<file path="src/rtl/serial_addsub.sv">
// Bit-serial adder/subtractor: one full-adder slice, one result bit per clock, start/busy/done handshake.
// Define SERIAL_ADDSUB_ACC_EN to add the acc input (operand A reloads from the held result).
module serial_addsub #(
  parameter int WIDTH = 8
) (
  input  logic             clk,
  input  logic             reset,
  input  logic             start,
  input  logic             sub,
`ifdef SERIAL_ADDSUB_ACC_EN
  input  logic             acc,
`endif
  input  logic [WIDTH-1:0] a,
  input  logic [WIDTH-1:0] b,
  output logic             busy,
  output logic             done,
  output logic [WIDTH-1:0] s,
  output logic             co,
  output logic             ovf
);

  localparam int CW = $clog2(WIDTH + 1);
  localparam logic [CW-1:0] LAST_BIT = CW'(WIDTH - 1);

  typedef enum logic [1:0] {
    ST_IDLE = 2'd0,
    ST_RUN  = 2'd1,
    ST_DONE = 2'd2
  } state_t;

  state_t           r_state;
  logic [WIDTH-1:0] r_a;
  logic [WIDTH-1:0] r_b;
  logic [WIDTH-1:0] r_s;
  logic [CW-1:0]    r_cnt;
  logic             r_c;
  logic             r_co;
  logic             r_ovf;
  logic             r_busy;
  logic             r_done;

  logic             w_p;
  logic             w_g;
  logic             w_pc;
  logic             w_sum;
  logic             w_cout;
  logic [WIDTH-1:0] w_a_load;

  // Full-adder slice built from two-input gates only.
  xor u_xor_p   (w_p,    r_a[0], r_b[0]);
  xor u_xor_sum (w_sum,  w_p,    r_c);
  and u_and_g   (w_g,    r_a[0], r_b[0]);
  and u_and_pc  (w_pc,   w_p,    r_c);
  or  u_or_cout (w_cout, w_g,    w_pc);

  // Operand A source: the external input, or the held result when accumulating.
  always_comb begin
    w_a_load = a;
`ifdef SERIAL_ADDSUB_ACC_EN
    if (acc) begin
      w_a_load = r_s;
    end else begin
      w_a_load = a;
    end
`endif
  end

  // Control FSM and datapath; subtraction is a + ~b + 1 with the carry flop seeded by sub.
  always_ff @(posedge clk or posedge reset) begin
    if (reset) begin
      r_state <= ST_IDLE;
      r_a     <= {WIDTH{1'b0}};
      r_b     <= {WIDTH{1'b0}};
      r_s     <= {WIDTH{1'b0}};
      r_cnt   <= {CW{1'b0}};
      r_c     <= 1'b0;
      r_co    <= 1'b0;
      r_ovf   <= 1'b0;
      r_busy  <= 1'b0;
      r_done  <= 1'b0;
    end else begin
      case (r_state)
        ST_IDLE: begin
          r_done <= 1'b0;
          if (start) begin
            r_a     <= w_a_load;
            r_b     <= b ^ {WIDTH{sub}};
            r_c     <= sub;
            r_cnt   <= {CW{1'b0}};
            r_ovf   <= 1'b0;
            r_busy  <= 1'b1;
            r_state <= ST_RUN;
          end else begin
            r_busy  <= 1'b0;
            r_state <= ST_IDLE;
          end
        end
        ST_RUN: begin
          r_s   <= {w_sum, r_s[WIDTH-1:1]};
          r_a   <= {1'b0, r_a[WIDTH-1:1]};
          r_b   <= {1'b0, r_b[WIDTH-1:1]};
          r_c   <= w_cout;
          r_cnt <= r_cnt + CW'(1);
          // r_c still holds the carry into the MSB on the last slice.
          if (r_cnt == LAST_BIT) begin
            r_co    <= w_cout;
            r_ovf   <= r_c ^ w_cout;
            r_done  <= 1'b1;
            r_state <= ST_DONE;
          end else begin
            r_state <= ST_RUN;
          end
        end
        ST_DONE: begin
          r_done  <= 1'b0;
          r_busy  <= 1'b0;
          r_state <= ST_IDLE;
        end
        default: begin
          r_done  <= 1'b0;
          r_busy  <= 1'b0;
          r_state <= ST_IDLE;
        end
      endcase
    end
  end

  assign busy = r_busy;
  assign done = r_done;
  assign s    = r_s;
  assign co   = r_co;
  assign ovf  = r_ovf;

endmodule
</file>
<file path="config.mk">
export PLATFORM = sky130hd
export DESIGN_NAME = serial_addsub
export DESIGN_NICKNAME = d
export VERILOG_FILES = /design/src/rtl/serial_addsub.sv
export SDC_FILE = /design/constraint.sdc
export NUM_CORES = 1
export LEC_CHECK = 0
export BUFFER_PORTS_ARGS = -buffer_cell sky130_fd_sc_hd__buf_2
export CORE_MARGIN = 2
export CORE_UTILIZATION = 40
export DETAILED_ROUTE_END_ITERATION = 6
export REMOVE_ABC_BUFFERS = 1
export SYNTH_ARGS = -nofsm -noshare
export SYNTH_HDL_FRONTEND = slang
export SYNTH_SLANG_ARGS = --single-unit
</file>
<file path="constraint.sdc">
create_clock -name clk -period 1.5 [get_ports clk]
set_input_delay 0.375 -clock clk [delete_from_list [all_inputs] [get_ports clk]]
set_output_delay 0.375 -clock clk [all_outputs]
set_load 0.03 [all_outputs]
</file>
==> results of run 1 <==
## per-layer routing
layer	vias to the layer above	wire length (µm)	track usage (%)
met5	-	0	0
met4	0	74	7.84
met3	6	157	5.09
met2	26	1680	27.1
met1	652	1620	20.2
li1	647	-	-
## registers in the layout, summed over array words and instances (netlist names)
| signal | count |
|---|---|
| co | 1 |
| r_cnt | 4 |
| busy | 1 |
| r_b | 8 |
| r_state | 2 |
| ovf | 1 |
| s | 8 |
| done | 1 |
| r_a | 8 |
| r_c | 1 |
## how the worst max path moves through the flow
stage,start,to,slack (ns),cells after the start
after floorplan,r_state[0]$_DFF_PP0_,ovf$_DFFE_PP0P_,-0.20,3
after global placement,r_a[0]$_DFFE_PP0P_,co$_DFFE_PP0P_,0.21,2
after detailed placement,start,r_b[5]$_DFFE_PP0P_,0.19,5
after CTS,r_a[0]$_DFFE_PP0P_,co$_DFFE_PP0P_,0.18,2
after global routing,r_a[0]$_DFFE_PP0P_,ovf$_DFFE_PP0P_,0.07,4
final,r_a[0]$_DFFE_PP0P_,co$_DFFE_PP0P_,0.19,2
## through the flow
step                hold slack, ns  instances
finish                       0.178        256
CTS                          0.191        256
detailed placement           0.462        248
global placement             0.455        248
global route                 0.226        256
floorplan                    0.468        158
## worst min-delay path: cells and delay by family
family | cells | cell delay (ns)
buf+inv | 3 | 0.51
## synthesized netlist by cell type
master,instances
dfrtp_1,35
nand2_1,33
nor2b_1,11
a21oi_1,10
a22oi_1,9
o21ai_0,9
nor2_1,7
xnor2_1,6
a211oi_1,5
buf_2,5
nor3_1,5
inv_1,3
xor2_1,3
a22o_1,2
buf_4,2
buf_6,2
nand3_1,2
o21ai_1,2
a21o_1,1
a22oi_2,1
clkbuf_1,1
fa_1,1
ha_1,1
mux2_1,1
mux2i_1,1
nand2b_1,1
nand2b_4,1
nor3_4,1
nor3b_1,1
nor3b_2,1
o21ba_4,1
o21bai_2,1
o221a_2,1
o311ai_0,1
o31a_1,1
## where the power goes
group / switching, mW / internal, mW / total [mW]
Clock: 0.328 / 0.419 / 0.747
Sequential: 0.287 / 1.34 / 1.62
Combinational: 0.993 / 0.658 / 1.65
Total: 1.61 / 2.41 / 4.02
## logic make-up (layout without fill, tap and decap cells)
family | Yosys count | after routing | synth area share [%]
buffers and inverters | 13 | 51 | 4.56
flip-flops | 35 | 35 | 51.5
XOR/XNOR | 9 | 9 | 4.64
adder cells (fa/ha/maj) | 2 | 2 | 1.91
AO/OA/AOI/OAI | 44 | 44 | 17.9
AND/OR/NAND/NOR | 63 | 63 | 18.2
multiplexers | 2 | 2 | 1.25
## cell type report
class / instances / area, µm² / share of cell area [%]
sequential: 35 / 876 / 43.4
inverter: 3 / 11.3 / 0.558
multi-input combinational: 120 / 747 / 37.0
timing repair buffer: 40 / 223 / 11.0
clock buffer: 8 / 100 / 4.96
tap: 50 / 62.6 / 3.10
==> impl_results.md, run 1 <==
* Status: completed
* Final period utilization at 87.3%
* Hold_buf cts at 0
* FMAX at ~760 MHz
* WL final at approximately 3500 µm
* Synth-to-Final Area Change at 18.8%
* Post-DRT Antenna Nets at 0
* Post-CTS setup buffer count at 0
* Port-buffer cells at 31
* HP Class: in2async
* DP Worst Slack at between 0.15 and 0.2 ns
* Finished Core Util at 49.8%
* Worst reg2reg setup slack at 0.19 ns
* Worst EP arrival at between 1 and 1.5 ns
* WP buf/inv at 0
* Row cnt at 23
* Slew margin rel. at between 70% and 80%
* RR Startpoint: r_a[0]$_DFFE_PP0P_
* Worst-path fanout max at 3
* Starting Density at roughly two fifths
* Post-CTS Resized at 0
* Dpl cell area at around 1900 µm²
* Most common cell after layout, fill and taps aside: dfrtp_1
* Endpoints failing hold at 0
* Worst VDD drop at about 0.65 mV
* Detailed-route DRC error count at 0
* Vias in the first global route at ~1400
* Nets at roughly 230
* CTS Buffer Depth at 2
* CP Cell Sequence: fa_1, mux2_1
* TritonCTS Buffers at 5
* Setup crit end kind: flip-flop
* Router iterations before antenna repair at 4
* Distinct cell type count after synthesis at 35
* Slowest CP cell: fa_1
* Post-Syn Area at approximately 1700 µm²
* WL per Instance at 13.8 µm
* DIE AREA at 4790 µm²
* Clock transition at path regs at approximately 0.070 ns
* Clock Skews at between 0.002 and 0.0025 ns
* Register area share after synthesis at 51.5%
* Die Ht at between 60 and 70 µm
* R2R depth at 2
* Delay-heaviest family, CP: adder cells
* H-tree depth at 2
* Pwr Total at just over 4 mW
* Ranking of synthesized cells by area: dfrtp_1 52%, nand2_1 7.3%, nor2b_1 4.0%
* Fin area at between 2000 and 2500 µm²
* Power Density at roughly 2000 nW/µm²
* Worst path required time at around 1.7 ns
* Vias at 1331
* Synth top area share at roughly half
* Leading cell types in the layout, fill and taps excluded: 35 x dfrtp_1, 33 x nand2_1, 31 x buf_2, 11 x nor2b_1, 10 x a21oi_1
* Max Slew Vio Count at 0
* Yosys top cell by area: dfrtp_1
* Max-cap violations at 0
* Post-detailed-placement half-perimeter wirelength at approximately 2500 µm
* First-pass GRT wire length at approximately 6400 µm
* Largest net degree at the start of global routing at 36
* Filler cell count at between 300 and 400
* Crit path launch type: flip-flop
* Critical path class: reg2reg
* Worst-Margin Slew at between 0.4 and 0.5 ns
* Clk_lat worst skew at about 0.29 ns
* Clock sinks at 35
* Die X at just under 70 µm
* Syn Inst Count at approximately 170
* CTS tree: built
* Ratio of cells with drive above 1 in the final layout at about a quarter
* CORE AREA at between 4000 and 5000 µm²
* Leakage at around 0.97 nW
* Initial antenna violation count at 0
* Initial DRC Count at 73
* Worst R2R End: co$_DFFE_PP0P_
* YS warnings at 0
* Clock root buffer: clkbuf_8
* Min Tclk post-route at ~1.3 ns
* RSZ-0062 raised after global routing: false
* Ant. Diodes at 0
* Overflow after GRT at 0
* GP Congestion at roughly 0.76
* Syn avg cell area at just over 10 µm²
* Num ports at 32
* Slowest cell delay on critical path at approximately 0.48 ns
* GRT Total Usage at 16.7%
* Setup_tns at 0 ns
* Yosys reg bits at 35
* Final worst slack at between 0.15 and 0.2 ns
* # setup viols final at 0
* Vias per inst at between 5 and 6
(Power assumes the default switching activity.)
==> run 2, diff against run 1 <==
==> constraint.sdc (replaced) <==
create_clock -name clk -period 1.5 [get_ports clk]
set_input_delay 0.225 -clock clk [delete_from_list [all_inputs] [get_ports clk]]
set_output_delay 0.225 -clock clk [all_outputs]
set_load 0.03 [all_outputs]
==> run 2 against run 1 <==
- sequential power about the same
- worst hold slack got worse by 0.15 ns
- register-to-register slack got worse by 0.06 ns
- clock-buffer cell count is 2 lower
- final cell count unchanged
- die area stayed put
- critical endpoint unchanged
- largest cell class unchanged
- largest power group unchanged
==> impl_results.md, run 2 (synthesis results as in run 1) <==
* Status: completed
* Slowest cell delay on critical path at between 0.3 and 0.4 ns
* Vias in the first global route at between 1000 and 1500
* CP Cell Sequence: ha_1, nand2_1, nor3_4, mux2_1
* Post-CTS setup buffer count at 0
* Port-buffer cells at 31
* Leakage at 0.962 nW
* WL per Instance at around 14 µm
* WL final at between 3000 and 4000 µm
* Critical path class: reg2reg
* Most common cell after layout, fill and taps aside: dfrtp_1
* Power Density at 1950 nW/µm²
* # setup viols final at 0
* Max Slew Vio Count at 0
* Endpoints failing hold at 0
* TritonCTS Buffers at 5
* Row cnt at 23
* First-pass GRT wire length at between 6000 and 7000 µm
* CTS tree: built
* Worst path required time at 1.67 ns
* Synth-to-Final Area Change at 18.0%
* Starting Density at 41.9%
* GP Congestion at between 0.7 and 0.8
* H-tree depth at 2
* Worst R2R End: co$_DFFE_PP0P_
* Overflow after GRT at 0
* Initial antenna violation count at 0
* Worst-Margin Slew at 0.439 ns
* Leading cell types in the layout, fill and taps excluded: 35 x dfrtp_1, 33 x nand2_1, 31 x buf_2, 11 x nor2b_1, 11 x buf_4
* Ant. Diodes at 0
* Clock transition at path regs at ~0.07 ns
* Met2 WL at 1680 µm
* Final period utilization at 91.5%
* Post-DRT Antenna Nets at 0
* Min Tclk post-route at 1.37 ns
* Clock Skews at about 0.0054 ns
* DIE AREA at 4790 µm²
* Num ports at 32
* CORE AREA at approximately 4100 µm²
* Post-CTS Resized at 0
* Post-detailed-placement half-perimeter wirelength at 2560 µm
* Worst reg2reg setup slack at 0.13 ns
* Initial DRC Count at 90
* Fin area at between 2000 and 2500 µm²
* Nets at between 200 and 250
* Worst-path fanout max at 4
* DR WL met3 at about 180 µm
* Crit path launch type: flip-flop
* Die X at a little under 70 µm
* Clk_lat worst skew at around 0.29 ns
* Max-cap violations at 0
* Clock sinks at 35
* Detailed-route DRC error count at 0
* Final worst slack at approximately 0.13 ns
* Largest net degree at the start of global routing at 36
* Slew margin rel. at a little over two thirds
* Setup_tns at 0 ns
* RR Startpoint: r_cnt[0]$_DFFE_PP0P_
* Router iterations before antenna repair at 4
* Finished Core Util at 49.5%
* Ratio of cells with drive above 1 in the final layout at 26.2%
* RSZ-0062 raised after global routing: false
* R2R depth at 4
* DP Worst Slack at ~0.15 ns
* Dpl cell area at slightly below 2000 µm²
* GRT Total Usage at between 10% and 20%
* Setup crit end kind: flip-flop
* Hold_buf cts at 0
* Slowest CP cell: dfrtp_1
* FMAX at around 730 MHz
* Worst VDD drop at between 0.8 and 0.9 mV
* Vias per inst at roughly 5.2
* Max Used Layer: met4
* HP Class: in2async
* Worst EP arrival at approximately 1.5 ns
* Met1 WL at 1590 µm
* Vias at about 1300
* Die Ht at 69.2 µm
* CTS Buffer Depth at 2
* Min Hold Slack at about 0.026 ns
* Clock root buffer: clkbuf_8
[run 2: cell count changes in the layout (fill, tap and decap cells not counted), sizes merged]
cell	before	now
buf	40	42
clkbuf	8	6
[run 2: per-stage QoR]
step / power (mW) / instances
6_report: 3.92 / 256
5_1_grt: 4.23 / 256
4_1_cts: 3.95 / 256
3_5_place_dp: 3.34 / 250
3_3_place_gp: 3.27 / 250
2_1_floorplan: 2.77 / 158
[run 2: where the power goes]
| group | internal [mW] | switching (mW) |
|---|---|---|
| clock | 0.309 | 0.305 |
| combinational | 0.674 | 0.990 |
| sequential | 1.34 | 0.304 |
| total | 2.32 | 1.60 |
[run 2: per-layer routing]
| metal | vias up | GRT usage, % |
|---|---|---|
| met4 | 0 | 5.66 |
| met5 | - | 0 |
| met3 | 7 | 6.54 |
| li1 | 652 | - |
| met2 | 27 | 27.0 |
| met1 | 649 | 18.9 |
[run 2: critical path: cells and delay by family, from the launching register on]
kind	cells	cell delay, ns
DFF	1	0.38
muxes	1	0.34
and+or+nand+nor	2	0.33
adders and majority gates	1	0.20
[run 2: how the worst max path moves through the flow]
stage	start	endpoint	slack, ns	cells after the start
2_1_floorplan	r_state[0]$_DFF_PP0_	ovf$_DFFE_PP0P_	-0.20	3
3_3_place_gp	r_cnt[0]$_DFFE_PP0P_	co$_DFFE_PP0P_	0.19	4
3_5_place_dp	r_a[0]$_DFFE_PP0P_	ovf$_DFFE_PP0P_	0.15	4
4_1_cts	r_cnt[0]$_DFFE_PP0P_	co$_DFFE_PP0P_	0.14	4
5_1_grt	r_cnt[0]$_DFFE_PP0P_	co$_DFFE_PP0P_	0.03	4
6_report	r_cnt[0]$_DFFE_PP0P_	co$_DFFE_PP0P_	0.13	4
[run 2: cell type report]
class	count	area, µm²
Sequential cell	35	876
Clock buffer	6	72.6
Inverter	3	11.3
Multi-Input combinational cell	120	747
Timing Repair Buffer	42	238
Tap cell	50	62.6
Fill cell	385	2050
==> run 3, diff against run 2 <==
Settings changed: CORE_ASPECT_RATIO from default to 1.75.
==> run 3 against run 2 <==
- register-to-register slack gained 0.04 ns
- power grew 7.0%
- clock skew grew 0.0012 ns
- combinational power is essentially flat
- first-iteration DRC count shrank 79%
- global-route usage grew 0.59 points
- final area grew 2.8%
- final cell count grew 0.39%
- utilization grew 0.72 points
- routed wire length shrank 0.63%
- largest cell class unchanged
==> impl_results.md, run 3 (synthesis results as in run 1) <==
* Power Density at around 2000 nW/µm²
* Vias at ~1300
* Post-CTS Resized at 0
* Max Slew Vio Count at 0
* Initial antenna violation count at 0
* Ant. Diodes at 0
* Nets at approximately 230
* Worst path required time at ~1.7 ns
* Overflow after GRT at 0
* Post-CTS setup buffer count at 0
* WL final at around 3500 µm
* Initial DRC Count at 19
* FMAX at ~750 MHz
* Fin area at around 2100 µm²
* HP Class: in2async
* GRT Total Usage at 16.8%
* Worst VDD drop at around 1.0 mV
* Detailed-route DRC error count at 0
* Clock Skews at about 0.0066 ns
* # setup viols final at 0
* Most common cell after layout, fill and taps aside: dfrtp_1
* Slew margin rel. at between 60% and 70%
* Leading cell types in the layout, fill and taps excluded: 35 x dfrtp_1, 33 x nand2_1, 31 x buf_2, 11 x nor2b_1
* Worst EP arrival at between 1.5 and 2 ns
* Setup_tns at 0 ns
* Clock sinks at 35
* Router iterations before antenna repair at 4
* Filler cell count at just over 400
* Slowest CP cell: dfrtp_1
* Hold_buf cts at 0
* Crit path launch type: flip-flop
* Worst-path fanout max at 12
* Ratio of cells with drive above 1 in the final layout at a little over a quarter
* CORE AREA at 4110 µm²
* Slowest cell delay on critical path at between 0.6 and 0.7 ns
* Clk_lat worst skew at 0.28 ns
* Critical path class: reg2reg
* Max-cap violations at 0
* Leakage at approximately 0.99 nW
* Port-buffer cells at 31
* Row cnt at 31
* Status: completed
* CTS tree: built
* Num ports at 32
* Endpoints failing hold at 0
* Vias in the first global route at 1356
* H-tree depth at 2
* Min Tclk post-route at approximately 1.3 ns
* CP Cell Sequence: nand2b_4, nor3_4, mux2_1
* Die X at approximately 53 µm
* Min Hold Slack at 0.0240 ns
* Die Ht at approximately 90 µm
* Largest net degree at the start of global routing at 36
* RSZ-0062 raised after global routing: false
* CTS Buffer Depth at 2
* Setup crit end kind: flip-flop
* Final period utilization at approximately 90%
* Worst-Margin Slew at approximately 0.45 ns
* Clock root buffer: clkbuf_8
* First-pass GRT wire length at about 6100 µm
* GP Congestion at around 0.80
* Clock transition at path regs at approximately 0.070 ns
* Dpl cell area at 1950 µm²
* WL per Instance at approximately 14 µm
* TritonCTS Buffers at 5
* Starting Density at between 40% and 50%
* Vias per inst at about 5.2
* Post-detailed-placement half-perimeter wirelength at between 2000 and 3000 µm
* Synth-to-Final Area Change at 21.3%
* Post-DRT Antenna Nets at 0
* DIE AREA at slightly below 5000 µm²
## run 3: metrics by stage
stage / setup WS (ns) / total power, mW / util, % / instances
floorplan: -0.204 / 2.77 / - / 158
CTS: 0.153 / 4.26 / 50.2 / 257
finish: 0.165 / 4.19 / 50.2 / 257
global route: 0.0346 / 4.53 / 50.2 / 257
global placement: 0.188 / 3.29 / 47.3 / 249
detailed placement: 0.157 / 3.36 / 47.3 / 249
## run 3: cell type report
class / count / area, µm² / share of cell area (%)
clock buffer: 6 / 82.6 / 4.00
clock inverter: 2 / 35.0 / 1.70
inverter: 3 / 11.3 / 0.546
multi-input combinational: 120 / 747 / 36.2
sequential: 35 / 876 / 42.4
tap: 49 / 61.3 / 2.97
timing repair buffer: 42 / 250 / 12.1
## run 3: final timing paths
path | end | depth (start not counted) | slack, ns | from
setup / recovery | co$_DFFE_PP0P_ | 3 | 0.16 | r_state[0]$_DFF_PP0_
hold / removal | r_a[4]$_DFFE_PP0P_ | 3 | 0.02 | reset
setup reg to reg | co$_DFFE_PP0P_ | 3 | 0.16 | r_state[0]$_DFF_PP0_
hold reg to reg | done$_DFFE_PP0P_ | 1 | 0.48 | done$_DFFE_PP0P_
max in group asynchronous | r_cnt[0]$_DFFE_PP0P_ | 3 | 1.15 | reset
min in group clk | r_a[0]$_DFFE_PP0P_ | 3 | 0.22 | a[0]
## run 3: per-layer routing
layer	global-route usage [%]	share of wire, %
met1	19.6	40
met2	28.2	54
met3	3.97	3.4
met4	7.05	1.9
met5	0	0
## run 3: critical path: cells and delay by family (launching register included)
family        cells  cell delay [ns]
flops             1             0.61
simple gates      2             0.28
mux               1             0.33
## run 3: power by group
group	switching, mW	leakage [nW]	total, mW	internal (mW)
Clock	0.334	0.0612	0.871	0.538
Combinational	0.970	0.489	1.66	0.692
Sequential	0.323	0.444	1.66	1.34
Total	1.63	0.994	4.19	2.57
